## src/rtl/flash_reader_pkg.sv

```systemverilog
// rtl/flash_reader_pkg.sv - shared types, defaults and helpers for the flash burst reader
package flash_reader_pkg;

  localparam int FLASH_ADDR_W = 23;
  localparam int FLASH_DATA_W = 32;

  typedef enum logic [2:0] {
    ST_IDLE,
    ST_REQ,
    ST_WAIT_DATA,
    ST_DRAIN,
    ST_DONE
  } flash_rd_state_t;

  function automatic logic [31:0] burst_len(input logic [31:0] remaining, input logic [31:0] max);
    return (remaining < max) ? remaining : max;
  endfunction

endpackage

```

## src/rtl/flash_rd_fifo.sv

```systemverilog
// rtl/flash_rd_fifo.sv - synchronous first-word-fall-through FIFO for returned flash beats
module flash_rd_fifo #(
  parameter int DATA_W = 32,
  parameter int DEPTH  = 8
) (
  input  logic                     clk,
  input  logic                     reset,
  input  logic                     push,
  input  logic                     pop,
  input  logic [DATA_W-1:0]        din,
  output logic [DATA_W-1:0]        dout,
  output logic [$clog2(DEPTH):0]   count,
  output logic                     empty,
  output logic                     full
);

  localparam int PTR_W = $clog2(DEPTH);
  localparam int CW    = PTR_W + 1;

  logic [DATA_W-1:0] mem_q [DEPTH];
  logic [PTR_W-1:0]  wr_ptr_q, rd_ptr_q;
  logic [CW-1:0]     count_q;
  logic              do_push, do_pop;

  assign empty   = (count_q == '0);
  assign full    = (count_q == CW'(DEPTH));
  assign do_push = push && !full;
  assign do_pop  = pop && !empty;
  assign dout    = mem_q[rd_ptr_q];
  assign count   = count_q;

  always_ff @(posedge clk) begin
    if (do_push) begin
      mem_q[wr_ptr_q] <= din;
    end
  end

  always_ff @(posedge clk) begin
    if (reset) begin
      wr_ptr_q <= '0;
      rd_ptr_q <= '0;
      count_q  <= '0;
    end else begin
      if (do_push) wr_ptr_q <= wr_ptr_q + 1'b1;
      if (do_pop)  rd_ptr_q <= rd_ptr_q + 1'b1;
      case ({do_push, do_pop})
        2'b10:   count_q <= count_q + 1'b1;
        2'b01:   count_q <= count_q - 1'b1;
        default: count_q <= count_q;
      endcase
    end
  end

  // The reader's admission rule should make this unreachable.
  always_ff @(posedge clk) begin
    if (!reset) begin
      assert (!(push && full));
    end
  end

endmodule

```

## src/rtl/flash_burst_reader.sv

```systemverilog
// rtl/flash_burst_reader.sv - Avalon-MM burst reader from flash into a valid/ready stream
module flash_burst_reader
  import flash_reader_pkg::*;
#(
  parameter int ADDR_W     = FLASH_ADDR_W,
  parameter int DATA_W     = FLASH_DATA_W,
  parameter int CNT_W      = 16,
  parameter int BURST_MAX  = 4,
  parameter int FIFO_DEPTH = 8
) (
  input  logic                         clk,
  input  logic                         reset,
  input  logic                         start,
  input  logic [ADDR_W-1:0]            start_addr,
  input  logic [CNT_W-1:0]             word_count,
  output logic                         busy,
  output logic                         done,
  output logic                         flash_read,
  output logic [ADDR_W-1:0]            flash_address,
  output logic [$clog2(BURST_MAX):0]   flash_burstcount,
  input  logic                         flash_waitrequest,
  input  logic                         flash_readdatavalid,
  input  logic [DATA_W-1:0]            flash_readdata,
  output logic [DATA_W-1:0]            out_data,
  output logic                         out_valid,
  input  logic                         out_ready
);

  localparam int BC_W = $clog2(BURST_MAX) + 1;
  localparam int CW   = $clog2(FIFO_DEPTH) + 1;

  flash_rd_state_t   state_q, state_d;
  logic [ADDR_W-1:0] addr_q, addr_d;
  logic [CNT_W-1:0]  rem_q, rem_d;
  logic [BC_W-1:0]   beat_q, beat_d;
  logic [BC_W-1:0]   bc;
  logic              rd;

  logic [CW-1:0]     fifo_count;
  logic              fifo_empty, fifo_full;
  logic              push, pop;
  logic [31:0]       free_words;
  logic              space_ok;

  assign bc         = BC_W'(burst_len(32'(rem_q), 32'(BURST_MAX)));
  assign free_words = 32'(FIFO_DEPTH) - 32'(fifo_count);
  // No beats are pushed while in REQ, so once raised the request cannot lose its admission.
  assign space_ok   = (free_words >= 32'(BURST_MAX));
  assign push       = (state_q == ST_WAIT_DATA) && flash_readdatavalid;
  assign pop        = out_valid && out_ready;
  assign out_valid  = !fifo_empty;

  flash_rd_fifo #(
    .DATA_W (DATA_W),
    .DEPTH  (FIFO_DEPTH)
  ) u_fifo (
    .clk   (clk),
    .reset (reset),
    .push  (push),
    .pop   (pop),
    .din   (flash_readdata),
    .dout  (out_data),
    .count (fifo_count),
    .empty (fifo_empty),
    .full  (fifo_full)
  );

  always_comb begin
    state_d = state_q;
    addr_d  = addr_q;
    rem_d   = rem_q;
    beat_d  = beat_q;
    rd      = 1'b0;
    case (state_q)
      ST_IDLE: begin
        if (start) begin
          addr_d  = start_addr;
          rem_d   = word_count;
          state_d = (word_count == '0) ? ST_DONE : ST_REQ;
        end
      end
      ST_REQ: begin
        if (space_ok) begin
          rd = 1'b1;
          if (!flash_waitrequest) begin
            addr_d  = addr_q + ADDR_W'(bc);
            rem_d   = rem_q - CNT_W'(bc);
            beat_d  = bc;
            state_d = ST_WAIT_DATA;
          end
        end
      end
      ST_WAIT_DATA: begin
        if (flash_readdatavalid) begin
          beat_d = beat_q - 1'b1;
          if (beat_q == BC_W'(1)) begin
            state_d = (rem_q != '0) ? ST_REQ : ST_DRAIN;
          end
        end
      end
      ST_DRAIN: begin
        // Leave as the last word is taken so done follows the final handshake directly.
        if (fifo_empty || ((fifo_count == CW'(1)) && pop)) begin
          state_d = ST_DONE;
        end
      end
      ST_DONE: state_d = ST_IDLE;
      default: state_d = ST_IDLE;
    endcase
  end

  always_ff @(posedge clk) begin
    if (reset) begin
      state_q <= ST_IDLE;
      addr_q  <= '0;
      rem_q   <= '0;
      beat_q  <= '0;
    end else begin
      state_q <= state_d;
      addr_q  <= addr_d;
      rem_q   <= rem_d;
      beat_q  <= beat_d;
    end
  end

  assign flash_read       = rd;
  assign flash_address    = rd ? addr_q : '0;
  assign flash_burstcount = rd ? bc : '0;
  assign busy             = (state_q != ST_IDLE);
  assign done             = (state_q == ST_DONE);

endmodule
```

## config.mk

```make
export PLATFORM = sky130hd
export DESIGN_NAME = flash_burst_reader
export DESIGN_NICKNAME = d
export VERILOG_FILES = /design/src/rtl/flash_reader_pkg.sv /design/src/rtl/flash_rd_fifo.sv /design/src/rtl/flash_burst_reader.sv
export SDC_FILE = /design/constraint.sdc
export NUM_CORES = 1
export LEC_CHECK = 0
export ABC_AREA = 0
export BUFFER_PORTS_ARGS = -buffer_cell sky130_fd_sc_hd__buf_2
export CAP_MARGIN = 20
export CELL_PAD_IN_SITES_DETAIL_PLACEMENT = 0
export CELL_PAD_IN_SITES_GLOBAL_PLACEMENT = 2
export CORE_MARGIN = 2
export CORE_UTILIZATION = 36
export CTS_BUF_LIST = sky130_fd_sc_hd__clkbuf_4 sky130_fd_sc_hd__clkbuf_8
export DETAILED_ROUTE_END_ITERATION = 8
export PLACE_DENSITY = 0.7
export SYNTH_ARGS = -nofsm -noshare
export SYNTH_HDL_FRONTEND = slang
export SYNTH_HIERARCHICAL = 1
export SYNTH_SLANG_ARGS = --single-unit
```

## constraint.sdc

```tcl
create_clock -name clk -period 15.23 [get_ports clk]
set_input_delay 2.2845 -clock clk [delete_from_list [all_inputs] [get_ports clk]]
set_output_delay 2.2845 -clock clk [all_outputs]
set_load 0.005 [all_outputs]
```

==> results by group, run 1 <==
Global route
  – Vias in the first global route: 8384
  – First-pass GRT wire length: 48310 um
  – Initial antenna violation count: 3
  – Remaining Overflow, GRT: 0
  – Largest net degree at the start of global routing: 65
  – Tot GR Track Use: 15.94%

Drt
  – Vias per cell: a little over 5
  – Number of DRC markers in iteration 0: 426
  – Routed length per placed instance: 19.89 um
  – Drt pass-1 iters: 4
  – Drt total wl: 31710 um
  – Vias: just over 8000
  – Routed Antenna Nets: 0
  – # DRC: 0

Setup path
  – Arr. time, crit path: 2.93 ns
  – Critical path type: reg -> out
  – Crit-path max cell delay: 0.79 ns
  – CP bufs+invs: 2
  – Worst path cell trace: buf_4, mux4_1, mux2_2, buf_2
  – Largest delay share family, worst path: multiplexers
  – WP data required: 12.95 ns
  – Worst Setup End Kind: output port
  – CP startpoint kind: register
  – Max FO, Critical Path: 57
  – Critical path's slowest cell: buf_4
  – Critical R2R Launch: rem_q[6]

Hold path
  – Min-delay src: rem_q[15]
  – Worst Hold Class: reg -> reg

Power
  – Power Internal: roughly 1.6 mW
  – Net Sw Frac: 30.06%
  – Cell Pwr Density: around 140 mW/mm2
  – P_leak: 5.554 nW
  – Worst vdd ir: about 0.000072 V
  – Sequential power share: 47.0%
  – Combinational power share: about 21%
  – Clock power share: 32.3%
  – Switching pwr: 0.6745 mW

Clock tree
  – Clock slew at reported path FFs: roughly 0.050 ns
  – Worst-Skew Late Latency: 0.59 ns
  – Root buf cell: clkbuf_8
  – Hold-fix buffers, CTS: 0
  – Number of post-CTS setup repair buffers: 0
  – CTS Buf Count: 53
  – CTS max path bufs: 3
  – H-tree depth: 2
  – Clock tree from TritonCTS: built
  – Post-CTS resize count: 0
  – Clock sink count: around 310

STA
  – Hold WS: 0.4907 ns
  – Final min period: roughly 5.2 ns
  – Final Max Tran Viols: 0
  – Worst-margin pin slew: 1.016 ns
  – Final clock skew: roughly 0.023 ns
  – Final hold violations: 0
  – Max_slew headroom: 32.26%
  – Endpoints failing setup: 0
  – Setup_tns: 0 ns
  – Final period utilization: around 34%
  – RSZ-0062 raised after global routing: false
  – FMAX: 191.9 MHz

Placed design
  – Port buffer count: 138
  – Final GP Congestion: around 0.75
  – Placed cell count: 1495
  – Cell area after placement: 0.01508 mm2
  – HPWL Detailed: 18840 um

Yosys
  – Warnings, synthesis: 6
  – Mean post-synth cell area: between 15 and 20 um2
  – Synth Cell Area: 0.01382 mm2
  – Mapped Nets: 966
  – Syn Inst Count: slightly below 900

Final layout
  – Final core occ: ~43%
  – Area occupied by multi-input gates: 0.004696 mm2
  – Register area: around 0.009 mm2
  – Fraction of layout cells with a size suffix above 1: 29.48%
  – Non-Filler Instances: 1594
  – Most common cell after layout, fill and taps aside: edfxtp_1
  – Most frequent cells in the layout: 256 x edfxtp_1, 138 x buf_2, 55 x dfxtp_1, 55 x clkbuf_8, 54 x mux4_1
  – Nets: 1128
  – Finished Cell Area: ~0.016 mm2
  – Area grow syn2layout: 16.60%
  – Fillers: approximately 3500

Floorplanning
  – Die area: 0.03998 mm2
  – Die W: 200.0 um
  – Num ports: about 140
  – # rows: 71
  – Core Box Area: 0.03776 mm2
  – Die Span Y: between 150 and 200 um
  – Initial core utilization: about 37%

Job
  – Total of max-cap violations: 0

Outcome
  – Status: completed
state kept, by name (all words and copies together) (netlist names), named ones only:
name             flops
addr_q              23
beat_q               3
rem_q               16
state_q              3
u_fifo/count         4
u_fifo/mem_q       256
u_fifo/rd_ptr_q      3
u_fifo/wr_ptr_q      3
routing by layer:
layer	GRT usage (%)	vias to the layer above	wire, um
met2	26.83	178	15280
met4	5.048	4	717
met5	0	-	27
met3	3.360	61	1550
li1	-	3887	-
met1	20.68	4076	14140
final cells by class:
class / count / share of cell area (%)
sequential: 314 / 54.94
timing repair buffer: 158 / 5.217
multi-input combinational: 500 / 29.13
inverter: 12 / 0.2795
tap: 511 / 3.967
antenna: 1 / 0.01553
clock inverter: 17 / 0.5434
clock buffer: 81 / 5.907
tightest hold or removal path, stage by stage (launching register included):
cell     delay, ns
dfxtp_1       0.31
o21ai_0       0.07
a21oi_1       0.06
power by group through the flow:
stage               clock (mW)  combinational, mW  sequential (mW)
finish                   0.726              0.464             1.05
global route             0.790              0.523             1.06
floorplan                    0              0.339             1.04
CTS                      0.753              0.468             1.05
global placement             0              0.466             1.07
detailed placement           0              0.466             1.07
path summary, 6_finish.rpt:
| kind | slack, ns | cells after the start | to |
|---|---|---|---|
| setup / recovery | 10.02 | 4 | out_data[30] |
| hold / removal | 0.49 | 2 | rem_q[15] |
| setup reg to reg | 11.13 | 11 | addr_q[16] |
| hold reg to reg | 0.49 | 2 | rem_q[15] |
metrics by stage:
step                power (mW)  setup slack (ns)
finish                   2.243             10.02
floorplan                1.382             8.988
global route             2.377             9.832
detailed placement       1.537             10.55
CTS                      2.275             9.910
global placement         1.536             10.55
No activity file was read; power rests on OpenSTA's default activity.
==> run 2, diff against run 1 <==
==> constraint.sdc (replaced) <==
create_clock -name clk -period 5.28 [get_ports clk]
set_input_delay 0.792 -clock clk [delete_from_list [all_inputs] [get_ports clk]]
set_output_delay 0.792 -clock clk [all_outputs]
set_load 0.005 [all_outputs]
==> results by group, run 2 (synthesis gave the netlist of run 1 again) <==
Floorplanning
  – Die Span Y: 200.0 um (unchanged)
  – # rows: 71 (unchanged)
  – Core Box Area: 0.03776 mm2 (unchanged)
  – Initial core utilization: 36.61% (unchanged)
  – Die W: 200.0 um (unchanged)
  – Num ports: 139 (unchanged)
  – Die area: 0.03998 mm2 (unchanged)

Clock tree
  – Hold-fix buffers, CTS: 0 (unchanged)
  – CTS max path bufs: 3 (unchanged)
  – Worst-Skew Late Latency: 0.61 ns (+0.02 ns)
  – Clock slew at reported path FFs: 0.06 ns (about the same)
  – Post-CTS resize count: 0 (unchanged)
  – Root buf cell: clkbuf_8
  – H-tree depth: 2 (unchanged)
  – Clock tree from TritonCTS: built
  – Number of post-CTS setup repair buffers: 0 (unchanged)
  – Clock sink count: 314 (unchanged)
  – CTS Buf Count: 54 (+1.9%)

Setup path
  – CP Launch Point: rem_q[6]
  – WP data required: 5.78 ns (-7.17 ns)
  – Reg2Reg Setup Slack: 1.35 ns (-9.78 ns)
  – Worst Setup End Kind: register
  – Reg2reg end: addr_q[16]
  – CP bufs+invs: 1 (-1)
  – Critical path's slowest cell: or4_1
  – Max FO, Critical Path: 9 (-84%)
  – Arr. time, crit path: 4.43 ns (+1.50 ns)
  – Levels on crit path: 11 (+7)
  – Critical path type: reg -> reg
  – CP startpoint kind: register
  – CP endpoint: addr_q[16]
  – Largest delay share family, worst path: simple AND/OR/NAND/NOR gates
  – R2R cell count: 11 (unchanged)
  – Crit-path max cell delay: 0.67 ns (-0.12 ns)
  – Critical R2R Launch: rem_q[6]
  – Worst path cell trace: or4_1, nor4_4, and2_1, ha_1, inv_1, fa_1, nor2b_1, o2111ai_1, o21ai_0, a21oi_1, a2111oi_1

Final layout
  – Fillers: 3442 (-0.69%)
  – Fraction of layout cells with a size suffix above 1: 29.23% (-0.25 points)
  – Most flops, register: u_fifo/mem_q
  – Biggest regs: u_fifo/mem_q: 256 flops, addr_q: 23 flops, rem_q: 16 flops
  – Nets: 1133 (+0.44%)
  – Area grow syn2layout: 17.02%
  – Most frequent cells in the layout: 256 x edfxtp_1, 139 x buf_2, 59 x clkbuf_8, 55 x dfxtp_1, 54 x mux4_1
  – Most common cell after layout, fill and taps aside: edfxtp_1
  – Max reg flops: 256 (unchanged)

Drt
  – Vias: 8352 (+1.8%)
  – Routed length per placed instance: 20.33 um (+2.2%)
  – Vias per cell: 5.236 (+1.7%)
  – Number of DRC markers in iteration 0: 449 (+5.4%)
  – Drt pass-1 iters: 7 (+3)
  – Drt total wl: 32430 um (+2.3%)
  – # DRC: 0 (unchanged)
  – Routed Antenna Nets: 0 (unchanged)

Hold path
  – Min-Delay Path Depth: 1 (-1)
  – Worst Hold Class: in -> reg

Global route
  – Initial antenna violation count: 3 (unchanged)
  – Largest net degree at the start of global routing: 52 (-20%)
  – Vias in the first global route: 8454 (+0.83%)
  – Remaining Overflow, GRT: 0 (unchanged)
  – First-pass GRT wire length: 48760 um (+0.91%)
  – Tot GR Track Use: 16.22% (+0.29 points)

STA
  – RSZ-0062 raised after global routing: false
  – Final Max Tran Viols: 0 (unchanged)
  – Final period utilization: 74.44%
  – Setup_tns: 0 ns (unchanged)
  – FMAX: 254.4 MHz
  – Final clock skew: 0.03466 ns (+0.01196 ns)
  – Endpoints failing setup: 0 (unchanged)
  – Hold WS: 0.4462 ns (-0.04456 ns)
  – Max_slew headroom: 29.96% (-2.3 points)
  – Worst-margin pin slew: 1.045 ns (+0.02885 ns)
  – Final hold violations: 0 (unchanged)
  – Final min period: 3.930 ns

Power
  – Power Internal: 4.561 mW (+190%)
  – Sequential power share: 46.5% (-0.5 points)
  – Cell Pwr Density: 403.3 mW/mm2 (+190%)
  – Worst vdd ir: 0.0003498 V (+380%)
  – Combinational power share: 20.9% (+0.2 points)
  – Clock power share: 32.6% (+0.3 points)
  – Switching pwr: 1.962 mW (+190%)
  – Net Sw Frac: 30.08% (about the same)
  – P_leak: 5.570 nW (+0.29%)

Placed design
  – HPWL Detailed: 19680 um (+4.4%)
  – Port buffer count: 138 (unchanged)
  – Final GP Congestion: 0.7786 (+3.2%)

Job
  – Total of max-cap violations: 0 (unchanged)

Outcome
  – Status: completed
run 2: worst min path at each step:
stage / startpoint / to
6_report: flash_readdata[31] / u_fifo/mem_q[3][31]
5_1_grt: word_count[15] / rem_q[15]
4_1_cts: flash_readdata[7] / u_fifo/mem_q[5][7]
3_5_place_dp: rem_q[9] / rem_q[9]
3_3_place_gp: beat_q[0] / beat_q[0]
2_1_floorplan: rem_q[9] / rem_q[9]
run 2: power by group through the flow:
stage	combinational, mW	sequential (mW)	clock (mW)
after CTS	1.36	3.03	2.20
after floorplan	0.979	3.01	0
after detailed placement	1.35	3.08	0
after global routing	1.52	3.06	2.30
after global placement	1.36	3.08	0
final	1.36	3.03	2.13
run 2: area by class of cell:
class                           instances  area [um2]  share of cell area (%)
Antenna cell                            3       7.507                 0.04641
Clock buffer                           75       932.1                   5.763
Clock inverter                         18       120.1                  0.7426
Inverter                               12       45.04                  0.2785
Multi-Input combinational cell        500        4696                   29.03
Sequential cell                       314        8855                   54.74
Tap cell                              511       639.4                   3.953
Timing Repair Buffer                  162       880.8                   5.446
run 2: worst reg2reg max path, stage by stage, from the launching register on:
cell	delay, ns
dfxtp_1	0.37
or4_1	0.67
nor4_4	0.49
and2_1	0.24
ha_1	0.20
inv_1	0.07
fa_1	0.38
nor2b_1	0.29
o2111ai_1	0.36
o21ai_0	0.28
a21oi_1	0.09
a2111oi_1	0.37
run 2: metrics by stage:
stage | instance area, um2 | worst slack, ns | util [%] | instances | power [mW]
after floorplan | 13820 | 0.4411 | - | 877 | 3.988
after CTS | 16160 | 1.294 | 42.81 | 1591 | 6.593
after global routing | 16170 | 1.029 | 42.83 | 1593 | 6.885
final | 16180 | 1.350 | 42.84 | 1595 | 6.523
after detailed placement | 15110 | 1.318 | 40.02 | 1498 | 4.434
after global placement | 15100 | 1.435 | 40.00 | 1497 | 4.438
run 2: per-layer routing:
| layer | wire length (um) | GRT usage, % | vias up |
|---|---|---|---|
| li1 | - | - | 3905 |
| met1 | 14350 | 21.13 | 4172 |
| met2 | 15590 | 26.97 | 212 |
| met3 | 1670 | 3.243 | 59 |
| met4 | 792 | 5.981 | 4 |
| met5 | 27 | 0 | - |
==> run 3, diff against run 2 <==
--- a/config.mk
+++ b/config.mk
@@ -14,7 +14,7 @@
 export CORE_UTILIZATION = 36
 export CTS_BUF_LIST = sky130_fd_sc_hd__clkbuf_4 sky130_fd_sc_hd__clkbuf_8
 export DETAILED_ROUTE_END_ITERATION = 8
-export PLACE_DENSITY = 0.7
+export PLACE_DENSITY = 0.73
 export SYNTH_ARGS = -nofsm -noshare
 export SYNTH_HDL_FRONTEND = slang
 export SYNTH_HIERARCHICAL = 1
==> constraint.sdc (replaced) <==
create_clock -name clk -period 3.6 [get_ports clk]
set_input_delay 0.54 -clock clk [delete_from_list [all_inputs] [get_ports clk]]
set_output_delay 0.54 -clock clk [all_outputs]
set_load 0.005 [all_outputs]
==> results by group, run 3 (synthesis gave the netlist of run 1 again) <==
Final layout
  – Fraction of layout cells with a size suffix above 1: 29.95% (+0.71 points)
  – Antenna Cells: 0 (-3)
  – Area grow syn2layout: 17.83%
  – Non-Filler Instances: 1603 (+0.50%)
  – Max reg flops: 256 (unchanged)
  – Area occupied by multi-input gates: 0.004725 mm2 (+0.61%)
  – Most common cell after layout, fill and taps aside: edfxtp_1
  – Register area: 0.008855 mm2 (unchanged)
  – Final core occ: 43.14% (+0.30 points)
  – Most frequent cells in the layout: 256 x edfxtp_1, 138 x buf_2, 55 x dfxtp_1, 54 x mux4_1, 53 x clkbuf_8
  – Biggest regs: u_fifo/mem_q: 256 flops, addr_q: 23 flops, rem_q: 16 flops
  – Finished Cell Area: 0.01629 mm2 (+0.70%)
  – Most flops, register: u_fifo/mem_q
  – Nets: 1142 (+0.79%)
  – Fillers: 3423 (-0.55%)

Drt
  – Vias: 8354 (+0.024%)
  – Drt total wl: 31480 um (-3.0%)
  – # DRC: 0 (unchanged)
  – Routed Antenna Nets: 0 (unchanged)
  – Routed length per placed instance: 19.64 um (-3.4%)
  – Vias per cell: 5.211 (-0.48%)
  – Drt pass-1 iters: 4 (-3)
  – Number of DRC markers in iteration 0: 486 (+8.2%)

STA
  – Final Max Tran Viols: 0 (unchanged)
  – Final min period: 3.388 ns (-0.5424 ns)
  – Worst-margin pin slew: 0.7262 ns (-0.3187 ns)
  – Endpoints failing setup: 0 (unchanged)
  – FMAX: 295.2 MHz (+16%)
  – RSZ-0062 raised after global routing: false
  – Final clock skew: 0.03644 ns (+0.001777 ns)
  – Max_slew headroom: 51.41% (+21 points)
  – Final hold violations: 0 (unchanged)
  – Final period utilization: 94.11% (+20 points)
  – Setup ws final: 0.2121 ns (-1.138 ns)

Setup path
  – WP data required: 4.14 ns (-1.64 ns)
  – CP startpoint kind: register
  – Worst path cell trace: or4_4, nor4_4, and2_1, ha_1, inv_1, fa_1, nor2b_2, buf_4, o21ai_0, or3_4, o31ai_1, a32o_1
  – Crit-path max cell delay: 0.60 ns (-0.07 ns)
  – Arr. time, crit path: 3.93 ns (-0.50 ns)
  – Critical path type: reg -> reg
  – Critical path's slowest cell: or4_4
  – Max FO, Critical Path: 7 (-2)
  – CP bufs+invs: 2 (+1)
  – Largest delay share family, worst path: simple AND/OR/NAND/NOR gates
  – Worst Setup End Kind: register

Clock tree
  – CTS max path bufs: 3 (unchanged)
  – Root buf cell: clkbuf_8
  – Worst-Skew Late Latency: 0.60 ns (about the same)
  – H-tree depth: 2 (unchanged)
  – Clock sink count: 314 (unchanged)
  – Hold-fix buffers, CTS: 0 (unchanged)
  – CTS Buf Count: 53 (-1.9%)
  – Number of post-CTS setup repair buffers: 0 (unchanged)
  – Clock slew at reported path FFs: 0.06 ns (about the same)
  – Clock tree from TritonCTS: built
  – Post-CTS resize count: 0 (unchanged)

Global route
  – Initial antenna violation count: 1 (-2)
  – First-pass GRT wire length: 48070 um (-1.4%)
  – Global routing usage on met2: 26.59% (-0.37 points)
  – Tot GR Track Use: 15.82% (-0.41 points)
  – Vias in the first global route: 8374 (-0.95%)
  – M3 GR Usage: 3.377% (+0.13 points)
  – Remaining Overflow, GRT: 0 (unchanged)
  – Met1 usage: 20.21% (-0.92 points)
  – Largest net degree at the start of global routing: 52 (unchanged)
  – Gr busiest metal: met2

Hold path
  – Worst Hold Class: in -> reg

Floorplanning
  – Die area: 0.03998 mm2 (unchanged)
  – Num ports: 139 (unchanged)
  – Core Box Area: 0.03776 mm2 (unchanged)
  – Die W: 200.0 um (unchanged)
  – # rows: 71 (unchanged)
  – Initial core utilization: 36.61% (unchanged)
  – Die Span Y: 200.0 um (unchanged)

Placed design
  – HPWL Detailed: 19030 um (-3.3%)
  – Final GP Congestion: 0.7853 (+0.86%)
  – Port buffer count: 138 (unchanged)
  – Placed cell count: 1509 (+0.73%)
  – DP Worst Slack: 0.1886 ns (-1.130 ns)
  – Cell area after placement: 0.01527 mm2 (+1.1%)

Job
  – Total of max-cap violations: 0 (unchanged)

Power
  – P_leak: 5.603 nW (+0.59%)
  – Tot Pwr: 9.540 mW (+46%)
  – Worst vdd ir: 0.0003465 V (-0.93%)
  – Cell Pwr Density: 585.7 mW/mm2 (+45%)

Outcome
  – Status: completed
run 3: cell types whose count changed in the layout (fill, tap and decap cells not counted), sizes merged:
cell      previous run  this run
buf                162       172
clkinv              16        21
diode                3         0
clkbuf              75        68
inv                 12        13
clkinvlp             1         3
run 3: area by class of cell:
type                    instances  share of cell area, %
flip-flops and latches        314                  54.36
well taps                     511                  3.925
inverters                      12                 0.2765
clock buffers                  68                  5.170
clock inverters                26                 0.9909
multi-input cells             500                  29.01
repair buffers                172                  6.268
run 3: metrics by stage:
step                      hold WS (ns)  TNS (ns)
final                           0.2143         0
after global routing            0.1823         0
after CTS                       0.1686         0
after detailed placement        0.4790         0
after global placement          0.4776         0
after floorplan                 0.4486    -37.20
run 3: worst reg2reg max path, delay by kind of cell, from the launching register on:
family	cells	cell delay, ns
flip-flops	1	0.36
AO/OA/AOI/OAI	3	0.49
AND/OR/NAND/NOR	5	1.68
adder cells (fa/ha/maj)	2	0.60
buffers and inverters	2	0.20
run 3: power breakdown:
group | leakage, nW | switching (mW) | total, mW | internal [mW]
Sequential | 2.78 | 0.239 | 4.41 | 4.17
Combinational | 2.30 | 1.26 | 2.10 | 0.845
Clock | 0.521 | 1.41 | 3.02 | 1.61
run 3: worst paths after layout:
| kind | start | end | slack (ns) | depth (start not counted) |
|---|---|---|---|---|
| max | rem_q[10] | addr_q[22] | 0.21 | 12 |
| min | flash_readdata[24] | u_fifo/mem_q[2][24] | 0.21 | 1 |
| max reg2reg | rem_q[10] | addr_q[22] | 0.21 | 12 |
| min reg2reg | rem_q[9] | rem_q[9] | 0.48 | 2 |
run 3: layer usage:
layer | routed length, um | vias up
met4 | 833 | 2
met3 | 1476 | 60
li1 | - | 3921
met5 | 13 | -
met1 | 13680 | 4168
met2 | 15470 | 203
